File: config.mk
export PLATFORM = sky130hd
export DESIGN_NAME = popcount_accum
export DESIGN_NICKNAME = d
export VERILOG_FILES = /design/src/rtl/popcount_pkg.sv /design/src/rtl/popcount_accum.sv
export SDC_FILE = /design/constraint.sdc
export NUM_CORES = 1
export LEC_CHECK = 0
export CORE_AREA = 2 2 68 102
export DETAILED_ROUTE_END_ITERATION = 10
export DIE_AREA = 0 0 70 104
export HOLD_SLACK_MARGIN = 0.12
export PLACE_DENSITY = 0.84
export SYNTH_ARGS = -nofsm -noshare
export SYNTH_HDL_FRONTEND = slang
export SYNTH_SLANG_ARGS = --single-unit
File: constraint.sdc
create_clock -name clk -period 3.83 [get_ports clk]
set_input_delay 1.149 -clock clk [delete_from_list [all_inputs] [get_ports clk]]
set_output_delay 1.149 -clock clk [all_outputs]
set_load 0.05 [all_outputs]
File: src/rtl/popcount_pkg.sv
// Shared constants and FSM state type for the popcount frame accumulator.
package popcount_pkg;

    // Per-word popcount width: covers 0..64.
    localparam int unsigned CNT_W     = 7;
    // Frame-length field width.
    localparam int unsigned LEN_W     = 16;
    // Frame-sum width: 64 * (2^16 - 1) fits without wrap.
    localparam int unsigned SUM_W     = 22;
    // Bits per upstream word; largest legal popcount.
    localparam int unsigned WORD_BITS = 64;

    typedef enum logic [1:0] {
        ST_IDLE  = 2'd0,
        ST_ACCUM = 2'd1,
        ST_DONE  = 2'd2
    } state_t;

endpackage

File: src/rtl/popcount_accum.sv
// Frame popcount accumulator: sums per-word popcounts over a frame of
// frame_len words and presents the total with a valid/ready handshake.
// Optional feature macro: POPCOUNT_ACCUM_MAX_EN adds out_max (largest clamped
// in_count seen in the frame).
module popcount_accum #(
    parameter int unsigned CNT_W = popcount_pkg::CNT_W,
    parameter int unsigned LEN_W = popcount_pkg::LEN_W,
    parameter int unsigned SUM_W = popcount_pkg::SUM_W
) (
    input  logic             clk,
    input  logic             rst,
    input  logic             start,
    input  logic [LEN_W-1:0] frame_len,
    input  logic             in_valid,
    output logic             in_ready,
    input  logic [CNT_W-1:0] in_count,
    output logic             out_valid,
    input  logic             out_ready,
    output logic [SUM_W-1:0] out_sum,
    output logic [LEN_W-1:0] out_words,
    output logic             busy,
`ifdef POPCOUNT_ACCUM_MAX_EN
    output logic [CNT_W-1:0] out_max,
`endif
    output logic             err_range
);

    import popcount_pkg::*;

    state_t           state_q, state_d;
    logic [LEN_W-1:0] len_q, len_d;
    logic [SUM_W-1:0] sum_q, sum_d;
    logic [LEN_W-1:0] words_q, words_d;
    logic             err_q, err_d;
`ifdef POPCOUNT_ACCUM_MAX_EN
    logic [CNT_W-1:0] max_q, max_d;
`endif

    logic             accept;
    logic             over_range;
    logic [CNT_W-1:0] clamped;
    logic [LEN_W-1:0] words_inc;

    // Word acceptance and range clamping of the incoming popcount.
    always_comb begin
        accept     = in_valid && (state_q == ST_ACCUM);
        over_range = (in_count > CNT_W'(WORD_BITS));
        clamped    = over_range ? CNT_W'(WORD_BITS) : in_count;
        words_inc  = words_q + LEN_W'(1);
    end

    // Next-state and datapath update for the IDLE/ACCUM/DONE sequence.
    always_comb begin
        state_d = state_q;
        len_d   = len_q;
        sum_d   = sum_q;
        words_d = words_q;
        err_d   = err_q;
`ifdef POPCOUNT_ACCUM_MAX_EN
        max_d   = max_q;
`endif
        unique case (state_q)
            ST_IDLE: begin
                // A word presented alongside start is not consumed.
                if (start) begin
                    len_d   = (frame_len == '0) ? LEN_W'(1) : frame_len;
                    sum_d   = '0;
                    words_d = '0;
`ifdef POPCOUNT_ACCUM_MAX_EN
                    max_d   = '0;
`endif
                    state_d = ST_ACCUM;
                end
            end
            ST_ACCUM: begin
                if (accept) begin
                    sum_d   = sum_q + SUM_W'(clamped);
                    words_d = words_inc;
                    if (over_range) begin
                        err_d = 1'b1;
                    end
`ifdef POPCOUNT_ACCUM_MAX_EN
                    if (clamped > max_q) begin
                        max_d = clamped;
                    end
`endif
                    if (words_inc == len_q) begin
                        state_d = ST_DONE;
                    end
                end
            end
            ST_DONE: begin
                if (out_ready) begin
                    state_d = ST_IDLE;
                end
            end
            default: begin
                state_d = ST_IDLE;
            end
        endcase
    end

    // State and datapath registers with synchronous reset.
    always_ff @(posedge clk) begin
        if (rst) begin
            state_q <= ST_IDLE;
            len_q   <= LEN_W'(1);
            sum_q   <= '0;
            words_q <= '0;
            err_q   <= 1'b0;
`ifdef POPCOUNT_ACCUM_MAX_EN
            max_q   <= '0;
`endif
        end else begin
            state_q <= state_d;
            len_q   <= len_d;
            sum_q   <= sum_d;
            words_q <= words_d;
            err_q   <= err_d;
`ifdef POPCOUNT_ACCUM_MAX_EN
            max_q   <= max_d;
`endif
        end
    end

    // Output decode; result registers double as the held output values.
    always_comb begin
        in_ready  = (state_q == ST_ACCUM);
        out_valid = (state_q == ST_DONE);
        busy      = (state_q != ST_IDLE);
        out_sum   = sum_q;
        out_words = words_q;
        err_range = err_q;
`ifdef POPCOUNT_ACCUM_MAX_EN
        out_max   = max_q;
`endif
    end

endmodule

==> reports/results.tsv <==
stage	metric	value	unit
outcome	status	finished, final reports clean	
die	# rows	36	
clock_tree	clk root buf	clkbuf_8	
job	Max Cap Viol	0	
finish	utilization after layout	0.641	
sta	RSZ-0062 raised after global routing	no	
power_and_ir_drop	Power Density	336	mW/mm²
synthesis	Mean Syn Cell Area	8.18	µm²
power_and_ir_drop	Leak	0.00146	µW
clock_tree	total setup buffers inserted after CTS	0	
grt	initial antenna violation count	0	
die	die height	104	µm
die	die width	70	µm
sta	Setup violations, final	0	
sta	Final Hold Viols	0	
synthesis	Post-synth EDFFs	0	
grt	Overall Global Routing Usage	0.244	
setup_path	CP arrival	3.54	ns
clock_tree	Worst-Skew Late Latency	0.35	ns
setup_path	Setup CP Type	in -> reg	
grt	GR Overflow Total	0	
finish	Register Area	0.00114	mm²
sta	Pins Over Slew Limit	0	
power_and_ir_drop	maximum vdd drop	0.237	mV
sta	relative slew slack	0.511	
clock_tree	clock buffer count from CTS	9	
setup_path	critical path startpoint category	input port	
sta	Final Skew	0.0116	ns
power_and_ir_drop	Comb power frac	0.142	
power_and_ir_drop	share of total power in the clock network	0.406	
die	Initial Util	0.500	
drt	WL per Instance	16.0	µm
grt	largest net degree at the start of global routing	22	
synthesis	Mapped Cells	391	
grt	vias in the first global route	3150	
setup_path	Crit path required time	4.05	ns
drt	1st-pass router iterations	5	
drt	via count	3188	
finish	share of post-route cells with drive strength above 1	0.0591	
synthesis	ys async rst share	0	
placement	I/O Buffers	69	
power_and_ir_drop	P_sw	388	µW
power_and_ir_drop	Net Sw Frac	0.282	
drt	drt drc	0	
placement	DPL Wire Length	6.28	mm
grt	first-pass GRT wire length	14.5	mm
clock_tree	TritonCTS clock tree	built	
finish	Layout area overhead	28.3	%
clock_tree	clock slew at reported path FFs	0.07	ns
drt	DR vias/cell	5.98	
sta	Tcrit/Tclk final	0.868	
clock_tree	Clock Tree Buf Depth	2	
setup_path	FF-to-FF setup slack	1.61	ns
synthesis	Mapped Area	0.00320	mm²
placement	GPL Wtd Cong	0.864	
placement	placed cells	517	
sta	Fmax	301	MHz
die	I/O pin total	70	
setup_path	CP max FO	8	
finish	Antenna Cells	0	
clock_tree	Clock Sinks	57	
synthesis	syn_nets	428	
die	Core Region	0.00640	mm²
finish	multi-input logic area	0.00192	mm²
die	Die Area	0.00728	mm²
synthesis	flop and latch count out of synthesis	57	
sta	Final Critical Period	3.32	ns
synthesis	library cells used by synthesis	52	
synthesis	Yosys warnings	0	
finish	non-filler cells, final	533	
setup_path	Critical Path Sink Type	flip-flop	
power_and_ir_drop	sequential share of power	0.452	
drt	Routed Antenna Nets	0	
clock_tree	CTS Hold Bufs	0	
sta	setup_tns	0	ns
synthesis	ys flop type	dfxtp_1	
power_and_ir_drop	Cell Int Power	991	µW
finish	nets@finish	489	
drt	DRT iter0 DRCs	249	
clock_tree	post-cts sizing count	0	
finish	fillers	579	
sta	actual slew at the worst max-slew pin	0.731	ns
synthesis	Seq/Total Area, Yosys	0.357	
clock_tree	H-tree depth	3	
drt	Total Wirelength	8.54	mm
worst_hold_path	Hold WC Path Type	reg -> reg	
-- sequential cells by signal, indices dropped and copies added (netlist names) --
signal / cells
out_sum: 22
len_q: 16
out_words: 16
state_q: 2
err_range: 1
-- per-stage QoR --
step	cell area [µm²]	hold WS [ns]	setup WS, ns	power, µW
finish	4100	0.483	0.506	1380
global route	4100	0.499	0.243	1430
CTS	4100	0.479	0.505	1390
detailed placement	3910	0.470	0.138	831
global placement	3910	0.458	0.268	826
floorplan	3200	0.449	0.830	758
-- power by group through the flow --
stage,Combinational [µW],Clock [µW],Sequential (µW)
finish,196,560,624
global route,214,595,626
CTS,195,566,624
detailed placement,194,0,637
global placement,190,0,636
floorplan,114,0,644
-- critical path, stage by stage --
cell and delay [ns]:
clkdlybuf4s50_1 0.55, nor2b_1 0.20, ha_1 0.19, inv_1 0.05, fa_1 0.40, nor2b_1 0.11
o21ai_0 0.13, a21boi_2 0.22, buf_4 0.17, o2111ai_1 0.15, xor2_1 0.17, nor2_1 0.05
-- cell usage after synthesis, types with 4 or more instances --
cell       count  area share
a21oi_1       22       0.034
a22o_1        11       0.030
a22oi_1        6       0.014
a311oi_1       4       0.011
and2_1         4      0.0078
and3_1         6       0.012
buf_2          9       0.014
clkbuf_1      12       0.014
dfxtp_1       57        0.36
ha_1           8       0.031
inv_1          9       0.011
nand2_1       35       0.041
nand3_1       15       0.023
nand4_1        9       0.018
nor2_1        52       0.061
nor2b_1        9       0.018
nor3_1         6      0.0094
nor4_1        10       0.020
o2111ai_1      5       0.014
o21ai_0       16       0.025
or3_1          5      0.0098
xnor2_1       22       0.060
xor2_1        15       0.041
-- cells by family after synthesis --
group / count (synthesis) / synth area share
xor gates and xnor gates: 37 / 0.101
adders and majority gates: 9 / 0.0376
and+or+nand+nor: 170 / 0.273
DFF: 57 / 0.357
buffers and inverters: 32 / 0.0423
AOI/OAI and AO/OA: 82 / 0.176
muxes: 4 / 0.0129
-- metal layers --
| metal | global-route usage | wire length (µm) |
|---|---|---|
| met1 | 0.268 | 3250 |
| met2 | 0.427 | 4390 |
| met4 | 0.137 | 355 |
| met5 | 0 | 0 |
| met3 | 0.0533 | 551 |
-- area by class of cell --
cell class	instances	share of cell area
Sequential cell	57	0.278
Tap cell	76	0.0232
Multi-Input combinational cell	302	0.468
Timing Repair Buffer	72	0.174
Inverter	10	0.00915
Clock inverter	7	0.0174
Clock buffer	9	0.0302
-- worst paths after layout --
| path | start | endpoint | depth (start not counted) |
|---|---|---|---|
| setup / recovery | in_count[6] | out_sum[20] | 12 |
| setup reg to reg | out_words[0] | state_q[0] | 6 |
| hold reg to reg | len_q[10] | len_q[10] | 2 |
| hold / removal | len_q[10] | len_q[10] | 2 |
-- layout by cell type, fill, tap and decap left out, drive strengths merged, types with 3 or more instances in the layout --
cell type / Yosys / routed
a21oi: 22 / 22
a22o: 11 / 11
a22oi: 6 / 6
a311oi: 4 / 4
and2: 4 / 4
and3: 6 / 6
buf: 10 / 3
clkbuf: 12 / 9
clkdlybuf4s50: 0 / 69
clkinv: 1 / 4
clkinvlp: 0 / 3
dfxtp: 57 / 57
ha: 8 / 8
inv: 9 / 9
mux2i: 3 / 3
nand2: 35 / 35
nand3: 15 / 15
nand3b: 3 / 3
nand4: 9 / 9
nor2: 52 / 52
nor2b: 9 / 9
nor3: 8 / 8
nor3b: 3 / 3
nor4: 11 / 11
o2111ai: 5 / 5
o21ai: 17 / 17
o31ai: 3 / 3
or3: 5 / 5
xnor2: 22 / 22
xor2: 15 / 15
Note: power is estimated with default switching activity, not from simulation.
